## src/rtl/led_status_coder.sv

```systemverilog
// Status LED coder: blink-code fault report, link-down heartbeat mirror, link-up steady-on.
// o_led updates one clock after each heart-beat edge (tick); no backpressure, inputs sampled on ticks only.
module led_status_coder #(
    parameter int CODE_WIDTH = 4,
    parameter int GAP_TICKS  = 4
) (
    input  logic                  i_clk,
    input  logic                  i_arst_n,
    input  logic                  i_heart_beat,
    input  logic                  i_link_up,
    input  logic [CODE_WIDTH-1:0] i_err_code,
    output logic                  o_led,
    output logic                  o_busy,
    output logic [CODE_WIDTH-1:0] o_code
);

    typedef enum logic [2:0] {
        S_DOWN,
        S_UP,
        S_ERR_ON,
        S_ERR_OFF,
        S_ERR_GAP
    } state_t;

    localparam logic [7:0] GAP_LOAD = 8'(GAP_TICKS - 1);

    state_t                state;
    state_t                state_nxt;
    logic                  hb_q;
    logic                  tick;
    logic                  apply_d;
    logic                  led_nxt;
    logic                  busy_nxt;
    logic [CODE_WIDTH-1:0] code_nxt;
    logic [CODE_WIDTH-1:0] pulse_cnt;
    logic [CODE_WIDTH-1:0] pulse_nxt;
    logic [7:0]            gap_cnt;
    logic [7:0]            gap_nxt;

    // Either heart-beat edge is one time-base tick.
    assign tick = i_heart_beat ^ hb_q;

    always_ff @(posedge i_clk or negedge i_arst_n) begin
        if (!i_arst_n) begin
            hb_q      <= 1'b0;
            state     <= S_DOWN;
            o_led     <= 1'b0;
            o_busy    <= 1'b0;
            o_code    <= '0;
            pulse_cnt <= '0;
            gap_cnt   <= '0;
        end else begin
            hb_q      <= i_heart_beat;
            state     <= state_nxt;
            o_led     <= led_nxt;
            o_busy    <= busy_nxt;
            o_code    <= code_nxt;
            pulse_cnt <= pulse_nxt;
            gap_cnt   <= gap_nxt;
        end
    end

    always_comb begin
        state_nxt = state;
        led_nxt   = o_led;
        code_nxt  = o_code;
        pulse_nxt = pulse_cnt;
        gap_nxt   = gap_cnt;
        apply_d   = 1'b0;

        if (tick) begin
            case (state)
                S_DOWN, S_UP: begin
                    apply_d = 1'b1;
                end
                S_ERR_ON: begin
                    led_nxt   = 1'b0;
                    state_nxt = S_ERR_OFF;
                    if (pulse_cnt != '0) begin
                        pulse_nxt = pulse_cnt - CODE_WIDTH'(1);
                    end
                end
                S_ERR_OFF: begin
                    if (pulse_cnt != '0) begin
                        led_nxt   = 1'b1;
                        state_nxt = S_ERR_ON;
                    end else begin
                        gap_nxt   = GAP_LOAD;
                        state_nxt = S_ERR_GAP;
                    end
                end
                S_ERR_GAP: begin
                    if (gap_cnt != 8'd0) begin
                        gap_nxt = gap_cnt - 8'd1;
                    end else begin
                        apply_d = 1'b1;
                    end
                end
                default: begin
                    led_nxt   = 1'b0;
                    state_nxt = S_DOWN;
                end
            endcase
        end

        // Decision point: a fresh code is latched only here, so a frame always completes as started.
        if (apply_d) begin
            if (i_err_code != '0) begin
                code_nxt  = i_err_code;
                pulse_nxt = i_err_code;
                led_nxt   = 1'b1;
                state_nxt = S_ERR_ON;
            end else if (i_link_up) begin
                led_nxt   = 1'b1;
                state_nxt = S_UP;
            end else begin
                led_nxt   = i_heart_beat;
                state_nxt = S_DOWN;
            end
        end

        busy_nxt = (state_nxt == S_ERR_ON) || (state_nxt == S_ERR_OFF) ||
                   (state_nxt == S_ERR_GAP);
    end

endmodule

```

## config.mk

```make
export PLATFORM = sky130hd
export DESIGN_NAME = led_status_coder
export DESIGN_NICKNAME = d
export VERILOG_FILES = /design/src/rtl/led_status_coder.sv
export SDC_FILE = /design/constraint.sdc
export NUM_CORES = 1
export LEC_CHECK = 0
export BUFFER_PORTS_ARGS = -buffer_cell sky130_fd_sc_hd__buf_2
export CELL_PAD_IN_SITES_DETAIL_PLACEMENT = 1
export CELL_PAD_IN_SITES_GLOBAL_PLACEMENT = 2
export CORE_UTILIZATION = 41
export CTS_BUF_LIST = sky130_fd_sc_hd__clkbuf_4
export DETAILED_ROUTE_END_ITERATION = 7
export PLACE_DENSITY = 0.86
export SLEW_MARGIN = 20
export SYNTH_ARGS = -nofsm -noshare
export SYNTH_HDL_FRONTEND = slang
export SYNTH_SLANG_ARGS = --single-unit
```

## constraint.sdc

```tcl
create_clock -name i_clk -period 5.1 [get_ports i_clk]
set_input_delay 1.02 -clock i_clk [delete_from_list [all_inputs] [get_ports i_clk]]
set_output_delay 1.02 -clock i_clk [all_outputs]
set_load 0.05 [all_outputs]
```

==> results of run 1 <==
==> flip-flops by register name (all words and copies together) (netlist names) <==
signal and count:
o_code 4, state 3, gap_cnt 8, pulse_cnt 4, o_led 1, hb_q 1
o_busy 1
==> kinds of logic after synthesis <==
kind of cell               count (synthesis)
muxes                                      4
adders and majority gates                  3
AOI/OAI and AO/OA                         33
DFF                                       22
and+or+nand+nor                           43
xor gates and xnor gates                   4
buffers and inverters                      8
==> layout by cell type, fill, tap and decap left out, types with 2 or more instances in the layout <==
cell type	count
sky130_fd_sc_hd__o211ai_1	2
sky130_fd_sc_hd__clkbuf_4	3
sky130_fd_sc_hd__xor2_1	2
sky130_fd_sc_hd__nor2_1	8
sky130_fd_sc_hd__o21ai_0	5
sky130_fd_sc_hd__inv_1	5
sky130_fd_sc_hd__a21oi_1	4
sky130_fd_sc_hd__o2bb2ai_1	2
sky130_fd_sc_hd__buf_2	13
sky130_fd_sc_hd__a22o_1	7
sky130_fd_sc_hd__dfrtp_1	22
sky130_fd_sc_hd__nand3_1	4
sky130_fd_sc_hd__o31ai_1	3
sky130_fd_sc_hd__mux2i_1	4
sky130_fd_sc_hd__nor2b_1	2
sky130_fd_sc_hd__or3b_2	2
sky130_fd_sc_hd__or3_1	3
sky130_fd_sc_hd__nand2_1	8
sky130_fd_sc_hd__nor3b_1	3
sky130_fd_sc_hd__nor3_1	5
sky130_fd_sc_hd__ha_1	3
sky130_fd_sc_hd__nor4_1	2
sky130_fd_sc_hd__o2111ai_1	2
sky130_fd_sc_hd__xnor2_1	2
==> cell type report <==
| class | instances | area share, % |
|---|---|---|
| Clock buffer | 3 | 1.70 |
| Multi-Input combinational cell | 87 | 47.3 |
| Tap cell | 31 | 2.92 |
| Clock inverter | 1 | 0.283 |
| Sequential cell | 22 | 41.5 |
| Inverter | 5 | 1.42 |
| Timing Repair Buffer | 13 | 4.91 |
==> path summary, 6_finish.rpt <==
| path | end |
|---|---|
| max | gap_cnt[7] |
| min | o_code[2] |
| max reg2reg | gap_cnt[7] |
| min reg2reg | o_code[2] |
| max in group asynchronous | o_code[2] |
| min in group asynchronous | gap_cnt[5] |
==> metrics by stage <==
stage	instances	total power, mW	cell area, um^2
6_report	162	0.770	1330
5_1_grt	162	0.823	1330
2_1_floorplan	117	0.593	1210
3_5_place_dp	158	0.688	1300
3_3_place_gp	158	0.672	1300
4_1_cts	162	0.775	1330
==> power groups by stage <==
stage                     combinational (mW)  sequential, mW  clock [mW]
after floorplan                        0.221           0.372           0
after global placement                 0.366           0.306           0
after detailed placement               0.377           0.311           0
after CTS                              0.380           0.308      0.0870
after global routing                   0.412           0.318      0.0935
final                                  0.379           0.308      0.0836
==> layer usage <==
metal  part of all wire, %  wire, um  track usage (%)  up-vias
met4                   2.2        64             8.36        0
met1                    50      1460             28.3      485
li1                      -         -                -      474
met3                   2.7        79             3.00        7
met5                     0         0                0        -
met2                    45      1300             31.6       17
==> summary.txt, run 1 <==
TIMING
------------------------------------------------------------------------------------------------------
Setup violators final                                                                                0
Setup TNS                                                                                         0 ns
Maximum clock rate                                                                             386 MHz
Rel. slew slack                                                                                  39.1%
Worst slew pin tran                                                                           0.910 ns
Final WS setup                                                                                 2.51 ns
Max-slew violations                                                                                  0
RSZ-0062 raised after global routing                                                             false
Clock Skew                                                                                  0.00127 ns
Hold Fails Final Rpt                                                                                 0
Post-Route Hold Slack                                                                         0.528 ns
Final critical-path required period                                                            2.59 ns
Tcrit/Tclk final                                                                                 50.7%

CLOCKING
------------------------------------------------------------------------------------------------------
# clock sinks                                                                                       22
Count of hold-fix buffers inserted at cts                                                            0
Latest clock arrival within the worst-skew pair                                                0.32 ns
Number of CTS-inserted buffers                                                                       3
Clock Path Buffers                                                                                   2
Post-cts gate resize count                                                                           0
Post CTS Setup Buffer Count                                                                          0
Clock root buffer                                                                         sky130_fd_sc_hd__clkbuf_4
H-tree depth reported by CTS                                                                         1
Clock transition at the register clock pins on the worst setup and hold paths after CTS        0.12 ns
CTS tree                                                                                          done

WORST SETUP PATH
------------------------------------------------------------------------------------------------------
CP max-delay cell                                                                         sky130_fd_sc_hd__xor2_1
Highest net fanout along the worst path                                                             13
Crit path buffers/inverters                                                                          1
Total number of cells along the worst setup path                                                     5
R2r worst-path depth                                                                                 4
Crit end category                                                                             register
Crit path launch type                                                                        input pin
Ordered list of cells on the worst path                                                   buf_2, xor2_1, o2111ai_1, or3_1, a21oi_1
Category of cells accounting for the largest share of critical-path delay                 XOR/XNOR gates
Worst-case register-to-register setup slack                                                    2.89 ns
Worst Setup Path Type                                                                     input pin to register
Arrival @ worst endpoint                                                                       2.84 ns
Maximum cell stage delay along the critical path                                               0.73 ns
Worst flop-to-flop path startpoint                                                                hb_q
Required time of the critical path                                                             5.35 ns
Beginning of the critical path                                                            i_heart_beat

SYNTH
------------------------------------------------------------------------------------------------------
Combinational family with the most area after synthesis                                   compound AO/OA/AOI/OAI gates
Net count after synthesis                                                                          128
Sequential share of the synthesized area                                                         45.5%
Primary FF master, synth                                                                  sky130_fd_sc_hd__dfrtp_1
Fraction of the mapped netlist area in simple logic gates                                        21.2%
Xor/xnor share of the synthesized area                                                           2.90%
Flip-flop and latch count after synthesis                                                           22
Synthesized cell area                                                                        1210 um^2
Netlist cell types                                                                                  39
Fraction of the mapped netlist area in compound gates                                            21.3%
Share of Yosys cell area claimed by the top area cell type                                       45.5%
Top cells by count, synth                                                                 sky130_fd_sc_hd__dfrtp_1 (22), sky130_fd_sc_hd__nand2_1 (8), sky130_fd_sc_hd__nor2_1 (8)
Top cells by area in the synthesized netlist                                              sky130_fd_sc_hd__dfrtp_1 (46%), sky130_fd_sc_hd__a22o_1 (5.1%), sky130_fd_sc_hd__mux2i_1 (3.3%), sky130_fd_sc_hd__ha_1 (3.1%), sky130_fd_sc_hd__nand2_1 (2.5%)
Cell count after synthesis                                                                         117
Number of synthesized flops with an enable pin                                                       0
Share of synthesized area spent on multiplexers                                                  3.31%
Most instantiated library cell after synthesis                                            sky130_fd_sc_hd__dfrtp_1
Synth area leader                                                                         sky130_fd_sc_hd__dfrtp_1
Post-Synth Adder-Cell Area                                                                       3.10%
Average instance area after synthesis                                                        10.3 um^2
Async S/R FF share, synth                                                                         100%
Number of synthesis warnings                                                                         0

FLOORPLANNING
------------------------------------------------------------------------------------------------------
Starting density of the core                                                                     43.5%
X dimension of the die                                                                         56.3 um
Height of the chip                                                                             56.3 um
Core ar.                                                                                     2780 um^2
Die Outline Area                                                                             3170 um^2
Number of primary I/O pins                                                                          14
Num rows                                                                                            19

POWER AND IR DROP
------------------------------------------------------------------------------------------------------
Switching power                                                                                 356 uW
Fraction of power consumed by combinational cells                                                49.2%
Leakage power                                                                                 0.602 nW
Cell internal pwr                                                                               414 uW
Clock power frac                                                                                 10.9%
Switching Share                                                                                  46.2%
Seq pwr share                                                                                    40.0%
Total power per unit cell area                                                             581 nW/um^2
Peak VDD IR                                                                                   0.340 mV

ROUTING
------------------------------------------------------------------------------------------------------
ANT nets after route                                                                                 0
DRC violations left                                                                                  0
Violation count after the first detailed-routing iteration                                          25
Ratio of routed vias to standard cells                                                            6.07
Total wire length after detailed routing                                                       2.90 mm
1st-pass router iterations                                                                           4
Avg WL per Cell                                                                                17.9 um
Total via count after detailed routing                                                             983

PLACEMENT
------------------------------------------------------------------------------------------------------
Routability-driven placement congestion ratio                                                    0.788
Number of buffers added on ports                                                                    13
Worst slack, placed                                                                            2.19 ns
Detailed-placement wirelength estimate                                                         2.17 mm

FINAL LAYOUT
------------------------------------------------------------------------------------------------------
Antenna diode instance count                                                                         0
FF/Latch Area                                                                                 551 um^2
Net count, final                                                                                   143
Share of cells above drive strength 1                                                            18.3%
Fill cell total of the finished layout                                                             316
Final design utilization                                                                         47.7%
Growth of design area from synthesis to finish                                                   9.62%
Combined area of the multi-input logic cells                                                  627 um^2

GLOBAL ROUTING
------------------------------------------------------------------------------------------------------
Via count of the first global-routing pass                                                       1,028
Maximum number of pins on one net before global-route repair                                        23
Grt total ovfl                                                                                       0
First-pass GRT wire length                                                                     4.94 mm
Aggregate global-route resource usage                                                            20.3%
Initial antenna violation count                                                                      0

MIN PATH
------------------------------------------------------------------------------------------------------
Cell depth of the worst hold path                                                                    1
Tightest Hold Check Type                                                                  register to register
Critical hold path startpoint                                                                o_code[2]

FLOW RUN
------------------------------------------------------------------------------------------------------
Count of maximum capacitance violations                                                              0

RUN STATUS
------------------------------------------------------------------------------------------------------
Run status                                                                                complete, no violations

No activity file was read; power rests on OpenSTA's default activity.
==> run 2, diff against run 1 <==
Settings changed: CORE_UTILIZATION 41 to 38, PLACE_DENSITY 0.86 to 0.81.
Clock period 5.1 ns to 2.68 ns, I/O delays scaled along.
==> summary.txt, run 2 (synthesis gave the netlist of run 1 again) <==
RUN STATUS
------------------------------------------------------------------------------------------------------
Run status                                                                                complete, no violations   unchanged

WORST SETUP PATH
------------------------------------------------------------------------------------------------------
Arrival @ worst endpoint                                                                       2.36 ns   was 2.84 ns
Crit path launch type                                                                         register   was input pin
Crit end category                                                                             register   unchanged
Maximum cell stage delay along the critical path                                               0.53 ns   was 0.73 ns
CP max-delay cell                                                                         sky130_fd_sc_hd__or3_1   was sky130_fd_sc_hd__xor2_1
Highest net fanout along the worst path                                                              7   was 13
FF-to-FF End                                                                                 o_code[2]   was gap_cnt[7]
Category of cells accounting for the largest share of critical-path delay                 simple AND/OR/NAND/NOR gates   was XOR/XNOR gates
Ordered list of cells on the worst path                                                   inv_1, ha_1, nor3b_1, a31oi_2, or3_1, a22o_1   was buf_2, xor2_1, o2111ai_1, or3_1, a21oi_1
Crit path buffers/inverters                                                                          1   unchanged
Worst Setup Path Type                                                                     register to register   was input pin to register
Worst-case register-to-register setup slack                                                    0.52 ns   was 2.89 ns
Worst flop-to-flop path startpoint                                                          gap_cnt[0]   was hb_q
R2r worst-path depth                                                                                 6   was 4
Required time of the critical path                                                             2.88 ns   was 5.35 ns

FLOORPLANNING
------------------------------------------------------------------------------------------------------
Height of the chip                                                                             58.4 um   was 56.3 um
Number of primary I/O pins                                                                          14   unchanged
X dimension of the die                                                                         58.4 um   was 56.3 um
Die Outline Area                                                                             3410 um^2   was 3170 um^2
Num rows                                                                                            20   was 19
Core ar.                                                                                     3030 um^2   was 2780 um^2
Starting density of the core                                                                     40.0%   was 43.5%

FINAL LAYOUT
------------------------------------------------------------------------------------------------------
Antenna diode instance count                                                                         0   unchanged
FF/Latch Area                                                                                 551 um^2   unchanged
Final Non-Filler Cells                                                                             176   was 162
Max FFs per register                                                                                 8   unchanged
Commonest non-fill, non-tap cell in the layout                                            sky130_fd_sc_hd__dfrtp_1   unchanged
Largest registers                                                                         gap_cnt x8, o_code x4, pulse_cnt x4   unchanged
Growth of design area from synthesis to finish                                                   11.9%   was 9.62%
Final design utilization                                                                         44.7%   was 47.7%
Share of cells above drive strength 1                                                            19.7%   was 18.3%
Net count, final                                                                                   145   was 143
Reg with most FFs                                                                              gap_cnt   unchanged
Most frequent cells in the layout                                                         sky130_fd_sc_hd__dfrtp_1 (22), sky130_fd_sc_hd__buf_2 (13), sky130_fd_sc_hd__nor2_1 (8), sky130_fd_sc_hd__nand2_1 (8), sky130_fd_sc_hd__a22o_1 (7)   unchanged
Combined area of the multi-input logic cells                                                  627 um^2   unchanged
Fill cell total of the finished layout                                                             358   was 316

TIMING
------------------------------------------------------------------------------------------------------
Setup violators final                                                                                0   unchanged
Post-Route Hold Slack                                                                         0.180 ns   was 0.528 ns
Maximum clock rate                                                                             462 MHz
Setup TNS                                                                                         0 ns   unchanged
Rel. slew slack                                                                                  54.1%   was 39.1%
Clock Skew                                                                                  0.00310 ns   was 0.00127 ns
Tcrit/Tclk final                                                                                 80.7%
Final critical-path required period                                                            2.16 ns
RSZ-0062 raised after global routing                                                             false   unchanged
Max-slew violations                                                                                  0   unchanged
Hold Fails Final Rpt                                                                                 0   unchanged
Worst slew pin tran                                                                           0.686 ns   was 0.910 ns

CLOCKING
------------------------------------------------------------------------------------------------------
Clock root buffer                                                                         sky130_fd_sc_hd__clkbuf_4   unchanged
H-tree depth reported by CTS                                                                         1   unchanged
Number of CTS-inserted buffers                                                                       3   unchanged
Latest clock arrival within the worst-skew pair                                                0.30 ns   was 0.32 ns
Count of hold-fix buffers inserted at cts                                                            0   unchanged
CTS tree                                                                                          done   unchanged
Clock transition at the register clock pins on the worst setup and hold paths after CTS        0.11 ns   was 0.12 ns
Post CTS Setup Buffer Count                                                                          0   unchanged
# clock sinks                                                                                       22   unchanged
Clock Path Buffers                                                                                   2   unchanged
Post-cts gate resize count                                                                           0   unchanged

GLOBAL ROUTING
------------------------------------------------------------------------------------------------------
Maximum number of pins on one net before global-route repair                                        23   unchanged
First-pass GRT wire length                                                                     4.93 mm   was 4.94 mm
Grt total ovfl                                                                                       0   unchanged
Via count of the first global-routing pass                                                         986   was 1,028
Initial antenna violation count                                                                      0   unchanged
Aggregate global-route resource usage                                                            19.3%   was 20.3%

ROUTING
------------------------------------------------------------------------------------------------------
Total via count after detailed routing                                                             974   was 983
Total wire length after detailed routing                                                       2.79 mm   was 2.90 mm
Violation count after the first detailed-routing iteration                                          29   was 25
Avg WL per Cell                                                                                15.9 um   was 17.9 um
DRC violations left                                                                                  0   unchanged
1st-pass router iterations                                                                           4   unchanged
Ratio of routed vias to standard cells                                                            5.53   was 6.07
ANT nets after route                                                                                 0   unchanged

POWER AND IR DROP
------------------------------------------------------------------------------------------------------
Total power per unit cell area                                                            1080 nW/um^2   was 581 nW/um^2
Leakage power                                                                                 0.610 nW   was 0.602 nW
Peak VDD IR                                                                                   0.533 mV   was 0.340 mV

PLACEMENT
------------------------------------------------------------------------------------------------------
Routability-driven placement congestion ratio                                                    0.741   was 0.788
DP Cell Count                                                                                      173   was 158
Number of buffers added on ports                                                                    13   unchanged
Detailed-placement wirelength estimate                                                         2.10 mm   was 2.17 mm

MIN PATH
------------------------------------------------------------------------------------------------------
Tightest Hold Check Type                                                                  input pin to asynchronous set/reset pin   was register to register

FLOW RUN
------------------------------------------------------------------------------------------------------
Count of maximum capacitance violations                                                              0   unchanged

## run 2: worst max path at each step
| stage | startpoint | end | slack (ns) | depth (start not counted) |
|---|---|---|---|---|
| global route | gap_cnt[0] | state[0] | 0.40 | 6 |
| global placement | gap_cnt[0] | o_code[1] | 0.69 | 6 |
| CTS | gap_cnt[0] | o_code[1] | 0.53 | 6 |
| floorplan | gap_cnt[0] | o_code[0] | 0.78 | 7 |
| detailed placement | gap_cnt[0] | o_code[0] | 0.54 | 6 |
| finish | gap_cnt[0] | o_code[2] | 0.52 | 6 |
## run 2: area by class of cell
| class | count | share of cell area [%] |
|---|---|---|
| flip-flops and latches | 22 | 40.7 |
| repair buffers | 15 | 5.91 |
| inverters | 5 | 1.39 |
| multi-input cells | 87 | 46.3 |
| well taps | 44 | 4.07 |
| clock buffers | 3 | 1.66 |
## run 2: metal layers
| metal | vias to the layer above | global-route usage (%) | share of wire [%] |
|---|---|---|---|
| li1 | 475 | - | - |
| met4 | 0 | 8.16 | 1.6 |
| met1 | 470 | 29.6 | 52 |
| met5 | - | 0 | 0 |
| met3 | 6 | 1.98 | 2.9 |
| met2 | 23 | 27.6 | 43 |
## run 2: report_power, final
part,internal (mW),switching (mW),leakage (nW)
Combinational,0.284,0.446,0.323
Clock,0.0524,0.0941,0.0138
Sequential,0.452,0.129,0.273
## run 2: through the flow
stage | setup slack, ns | total power, mW | cell area [um^2]
floorplan | 0.784 | 1.13 | 1210
global placement | 0.685 | 1.28 | 1330
detailed placement | 0.542 | 1.32 | 1330
CTS | 0.528 | 1.47 | 1350
global route | 0.396 | 1.57 | 1350
finish | 0.517 | 1.46 | 1350
